==> src/rtl/combo_lock_param.sv <==
// Parameterised combination lock: digit-serial entry, fail counting with timed lockout,
// and in-place reprogramming of the stored code from the OPEN state.
module combo_lock_param #(
    parameter int DIGIT_W = 4,
    parameter int CODE_LEN = 6,
    parameter logic [CODE_LEN*DIGIT_W-1:0] DEFAULT_CODE = 24'h654321,
    parameter int MAX_FAIL = 3,
    parameter int LOCKOUT_CYC = 16,
    localparam int IDX_W = $clog2(CODE_LEN + 1),
    localparam int FW = $clog2(MAX_FAIL + 1)
) (
    input  logic               clk,
    input  logic               reset_n,
    input  logic [DIGIT_W-1:0] digit_in,
    input  logic               enter,
    input  logic               prog_en,
    input  logic               clear,
    output logic [2:0]         state,
    output logic               is_open,
    output logic [IDX_W-1:0]   digit_cnt,
    output logic [FW-1:0]      fail_cnt
);

    // state      | meaning
    // LOCKED  0  | collecting digits of an unlock attempt
    // OPEN    1  | unlocked; enter relocks or (with prog_en) starts programming
    // ERROR   2  | attempt failed; next enter returns to LOCKED, digit discarded
    // LOCKOUT 3  | too many failures; inputs ignored for LOCKOUT_CYC cycles
    // PROG    4  | collecting a new code into the shadow register
    typedef enum logic [2:0] {
        ST_LOCKED  = 3'd0,
        ST_OPEN    = 3'd1,
        ST_ERROR   = 3'd2,
        ST_LOCKOUT = 3'd3,
        ST_PROG    = 3'd4
    } state_t;

    localparam int CIW = (CODE_LEN > 1) ? $clog2(CODE_LEN) : 1;
    localparam int LCW = (LOCKOUT_CYC > 1) ? $clog2(LOCKOUT_CYC) : 1;

    state_t                             state_q, state_d;
    logic [IDX_W-1:0]                   digit_cnt_q, digit_cnt_d;
    logic                               miss_q, miss_d;
    logic [FW-1:0]                      fail_cnt_q, fail_cnt_d;
    logic [LCW-1:0]                     lock_cnt_q, lock_cnt_d;
    logic [CODE_LEN-1:0][DIGIT_W-1:0]   code_q, code_d;
    logic [CODE_LEN-1:0][DIGIT_W-1:0]   shadow_q, shadow_d;

    logic [CIW-1:0] cur_idx;
    logic           mismatch;
    logic           last_digit;
    logic [FW-1:0]  fail_inc;

    assign cur_idx    = CIW'(digit_cnt_q);
    assign mismatch   = (digit_in != code_q[cur_idx]);
    assign last_digit = (digit_cnt_q == IDX_W'(CODE_LEN - 1));
    assign fail_inc   = (fail_cnt_q >= FW'(MAX_FAIL)) ? FW'(MAX_FAIL) : fail_cnt_q + FW'(1);

    always_comb begin
        state_d     = state_q;
        digit_cnt_d = digit_cnt_q;
        miss_d      = miss_q;
        fail_cnt_d  = fail_cnt_q;
        lock_cnt_d  = lock_cnt_q;
        code_d      = code_q;
        shadow_d    = shadow_q;

        case (state_q)
            ST_LOCKED: begin
                if (clear) begin
                    digit_cnt_d = '0;
                    miss_d      = 1'b0;
                end else if (enter) begin
                    if (last_digit) begin
                        digit_cnt_d = '0;
                        miss_d      = 1'b0;
                        if (!miss_q && !mismatch) begin
                            state_d    = ST_OPEN;
                            fail_cnt_d = '0;
                        end else if (fail_inc == FW'(MAX_FAIL)) begin
                            state_d    = ST_LOCKOUT;
                            fail_cnt_d = fail_inc;
                            lock_cnt_d = LCW'(LOCKOUT_CYC - 1);
                        end else begin
                            state_d    = ST_ERROR;
                            fail_cnt_d = fail_inc;
                        end
                    end else begin
                        digit_cnt_d = digit_cnt_q + IDX_W'(1);
                        miss_d      = miss_q | mismatch;
                    end
                end
            end
            // clear does nothing here except suppress a simultaneous enter
            ST_OPEN: begin
                if (enter && !clear) begin
                    digit_cnt_d = '0;
                    state_d     = prog_en ? ST_PROG : ST_LOCKED;
                end
            end
            ST_ERROR: begin
                if (enter && !clear) begin
                    state_d = ST_LOCKED;
                end
            end
            ST_LOCKOUT: begin
                if (lock_cnt_q == '0) begin
                    state_d    = ST_LOCKED;
                    fail_cnt_d = '0;
                end else begin
                    lock_cnt_d = lock_cnt_q - LCW'(1);
                end
            end
            ST_PROG: begin
                if (clear) begin
                    state_d     = ST_OPEN;
                    digit_cnt_d = '0;
                    miss_d      = 1'b0;
                end else if (enter) begin
                    shadow_d[cur_idx] = digit_in;
                    if (last_digit) begin
                        // commit includes the digit written on this same edge
                        code_d      = shadow_d;
                        state_d     = ST_LOCKED;
                        digit_cnt_d = '0;
                    end else begin
                        digit_cnt_d = digit_cnt_q + IDX_W'(1);
                    end
                end
            end
            default: begin
                state_d     = ST_LOCKED;
                digit_cnt_d = '0;
                miss_d      = 1'b0;
            end
        endcase
    end

    always_ff @(posedge clk or negedge reset_n) begin
        if (!reset_n) begin
            state_q     <= ST_LOCKED;
            digit_cnt_q <= '0;
            miss_q      <= 1'b0;
            fail_cnt_q  <= '0;
            lock_cnt_q  <= '0;
            code_q      <= DEFAULT_CODE;
            shadow_q    <= '0;
        end else begin
            state_q     <= state_d;
            digit_cnt_q <= digit_cnt_d;
            miss_q      <= miss_d;
            fail_cnt_q  <= fail_cnt_d;
            lock_cnt_q  <= lock_cnt_d;
            code_q      <= code_d;
            shadow_q    <= shadow_d;
        end
    end

    assign state     = state_q;
    assign is_open   = (state_q == ST_OPEN);
    assign digit_cnt = digit_cnt_q;
    assign fail_cnt  = fail_cnt_q;

endmodule
==> config.mk <==
export PLATFORM = sky130hd
export DESIGN_NAME = combo_lock_param
export DESIGN_NICKNAME = d
export VERILOG_FILES = /design/src/rtl/combo_lock_param.sv
export SDC_FILE = /design/constraint.sdc
export NUM_CORES = 1
export LEC_CHECK = 0
export ABC_AREA = 1
export CAP_MARGIN = 40
export CORE_MARGIN = 10
export CORE_UTILIZATION = 46
export DETAILED_ROUTE_END_ITERATION = 10
export SYNTH_ARGS = -nofsm -noshare
export SYNTH_HDL_FRONTEND = slang
export SYNTH_SLANG_ARGS = --single-unit
==> constraint.sdc <==
create_clock -name clk -period 2.4 [get_ports clk]
set_input_delay 0.48 -clock clk [delete_from_list [all_inputs] [get_ports clk]]
set_output_delay 0.48 -clock clk [all_outputs]
set_load 0.03 [all_outputs]
==> metrics.md <==
| Metric | Value |
|---|---|
| Seq/Total Area, Yosys | 47.0% |
| Comb pwr share | 36.7% |
| Switching power | 1.48 mW |
| Status | finished, final reports clean |
| DIE WIDTH | 102 µm |
| Most frequent cells in the layout | 213 x nand2_1, 48 x dfrtp_1, 32 x o21ai_0 |
| Final worst-path cycle share | 95.1% |
| Top-area cell type share of the netlist area | 39.3% |
| Final hold vios | 0 |
| Die Y | 102 µm |
| Routed Antenna Nets | 0 |
| Switching part of the total | 39.4% |
| P&R area growth vs syn | 15.7% |
| Root Buffer | clkbuf_8 |
| Post-synthesis cell type count | 30 |
| IO Port Bufs | 17 |
| Internal Pwr Total | 2.27 mW |
| Core area | 6420 µm² |
| Final Util | 55.1% |
| CTS tree | yes |
| H-tree level count | 3 |
| Critical path arrival | 1800 ps |
| Fin Clk Skew | 6.93 ps |
| Drt initial violations | 205 |
| Max Slew Vio Count | 0 |
| Post-CTS Setup Inserts | 0 |
| Clock-pin slew on the worst setup and hold paths | 70 ps |
| PostCTS Resize Cnt | 0 |
| Power Dens Cells | 1060 nW/µm² |
| Critical Path Fanout Max | 5 |
| Total negative slack | 0 ps |
| Critical Path Most Common Cell | inv_1 |
| Clk pwr share | 27.4% |
| CTS Buffer Depth | 2 |
| Async SR Flop Fraction | 100% |
| Clk sinks | 57 |
| Initial core utilization | 47.6% |
| WL final | 7620 µm |
| Sequential share of power | 35.9% |
| Dpl cell area | 3310 µm² |
| Non-Filler Instances | 532 |
| Syn. warnings | 0 |
| Syn Nets | 439 |
| Max-capacitance violation count | 0 |
| I/O pins | 18 |
| Mapped Avg Cell Area | 7.15 µm² |
| WL per Instance | 14.3 µm |
| Placed cell count | 516 |
| Final #Nets | 461 |
| Residual DRC | 0 |
| Yosys reg bits | 57 |
| Startpoint Class | flip-flop |
| Slowest CP cell | clkdlybuf4s50_1 |
| Ranking of synthesized cells by area | dfrtp_1 39%, nand2_1 26%, dfstp_2 7.7% |
| Leakage power | 1.84 nW |
| Worst path max stage delay | 680 ps |
| TritonCTS Buffers | 9 |
| Gr usage total | 15.6% |
| Final Critical Period | 2280 ps |
| CP Cell Sequence | inv_1 > nand3_1 > inv_1 > clkdlybuf4s50_1 |
| Die area | 10,300 µm² |
| Vias post-DR | 2,717 |
| Cts hold-fix bufs | 0 |
| Cell accounting for the most synthesized area | dfrtp_1 |
| Initial antenna violation count | 0 |
| First-pass GRT wire length | 12,600 µm |
| Req. time, crit path | 1920 ps |
| Worst min-delay path class | input port to async pin |
| Crit. End Element | output port |
| R2r worst-path depth | 11 |
| Vias in the first global route | 2,572 |
| Largest net degree at the start of global routing | 39 |
| N_diodes | 0 |
| Most common cell after layout, fill and taps aside | nand2_1 |
| Layout cells sized above 1 | 11.4% |
| F_max | 438 MHz |
| Post-layout instance area | 3540 µm² |
| Final GP Congestion | 0.872 |
| Mapped Cells | 428 |
| Area of the mapped netlist | 3060 µm² |
| Via-to-Cell Ratio | 5.11 |
| Slew @ Worst Pin | 675 ps |
| HPWL Detailed | 5480 µm |
| Most used DFF post-synth | dfrtp_1 |
| Detailed Routing Iterations Pass 1 | 5 |
| # setup viols final | 0 |
| GRT overflow | 0 |
| Peak VDD IR | 0.000645 V |
| RSZ-0062 raised after global routing | no |
| CP Class | flip-flop to output port |
| Clk Latency, worst-skew pair | 340 ps |
| Row count | 29 |
| Worst rel slew slack | 55.0% |
| Post-synth EDFFs | 0 |
-- cells by family after synthesis --
family	count (synthesis)	synth area share, %
AOI/OAI and AO/OA	43	7.65
adders and majority gates	2	0.818
buffers and inverters	47	6.46
DFF	57	47.0
and+or+nand+nor	279	38.1
-- Yosys cell counts, types with 3 or more instances --
cell	instances
inv_2	4
a21oi_1	3
nand2_1	213
dfrtp_1	48
nand3_1	27
nor2_4	3
nand4_1	5
clkbuf_1	3
nor2_1	19
buf_2	5
dfstp_2	9
o21ai_0	32
inv_1	30
nor2_2	6
-- layout make-up --
class / count / area (µm²)
inverters: 35 / 131
flip-flops and latches: 57 / 1440
clock buffers: 11 / 151
clock inverters: 5 / 77.6
repair buffers: 23 / 223
fillers: 621 / 2880
well taps: 77 / 96.3
multi-input cells: 324 / 1420
-- through the flow --
step           setup slack [ps]  total power [mW]  hold WS, ps
4_1_cts                     116              3.76          114
6_report                    119              3.75          102
3_5_place_dp                391              2.73          458
2_1_floorplan               660              2.33          184
3_3_place_gp                370              2.72          451
5_1_grt                    65.5              4.02          127
-- path summary, 6_finish.rpt --
check,start,endpoint,slack (ps)
max,state[2],is_open,120
min,reset_n,code_q[20],100
max reg2reg,digit_cnt[0],lock_cnt_q[0],460
min reg2reg,code_q[8],code_q[8],460
max in group asynchronous,reset_n,code_q[8],1660
min in group clk,code_q[8],code_q[8],460
-- sequential cells by signal, indices dropped and copies added (netlist names) --
name and flops:
lock_cnt_q 4, digit_cnt 3, code_q 24, shadow_q 20
state 3, miss_q 1, fail_cnt 2
-- worst max-delay path: cells and delay by family (launching register included) --
kind	cells	cell delay, ps
buffers and inverters	3	940
DFF	1	440
and+or+nand+nor	1	90
-- power groups by stage --
stage | Combinational, mW | Clock, mW | Sequential, mW
finish | 1.38 | 1.03 | 1.35
global placement | 1.36 | 0 | 1.36
floorplan | 0.936 | 0 | 1.39
CTS | 1.38 | 1.04 | 1.34
global route | 1.57 | 1.08 | 1.37
detailed placement | 1.37 | 0 | 1.36
-- metal layers --
layer | vias to the layer above | track usage, % | share of wire (%)
met5 | - | 0 | 0
li1 | 1383 | - | -
met2 | 77 | 22.2 | 42
met3 | 14 | 3.27 | 5.8
met4 | 0 | 7.04 | 1.9
met1 | 1243 | 22.1 | 50
Power figures use the tool's default switching activity.
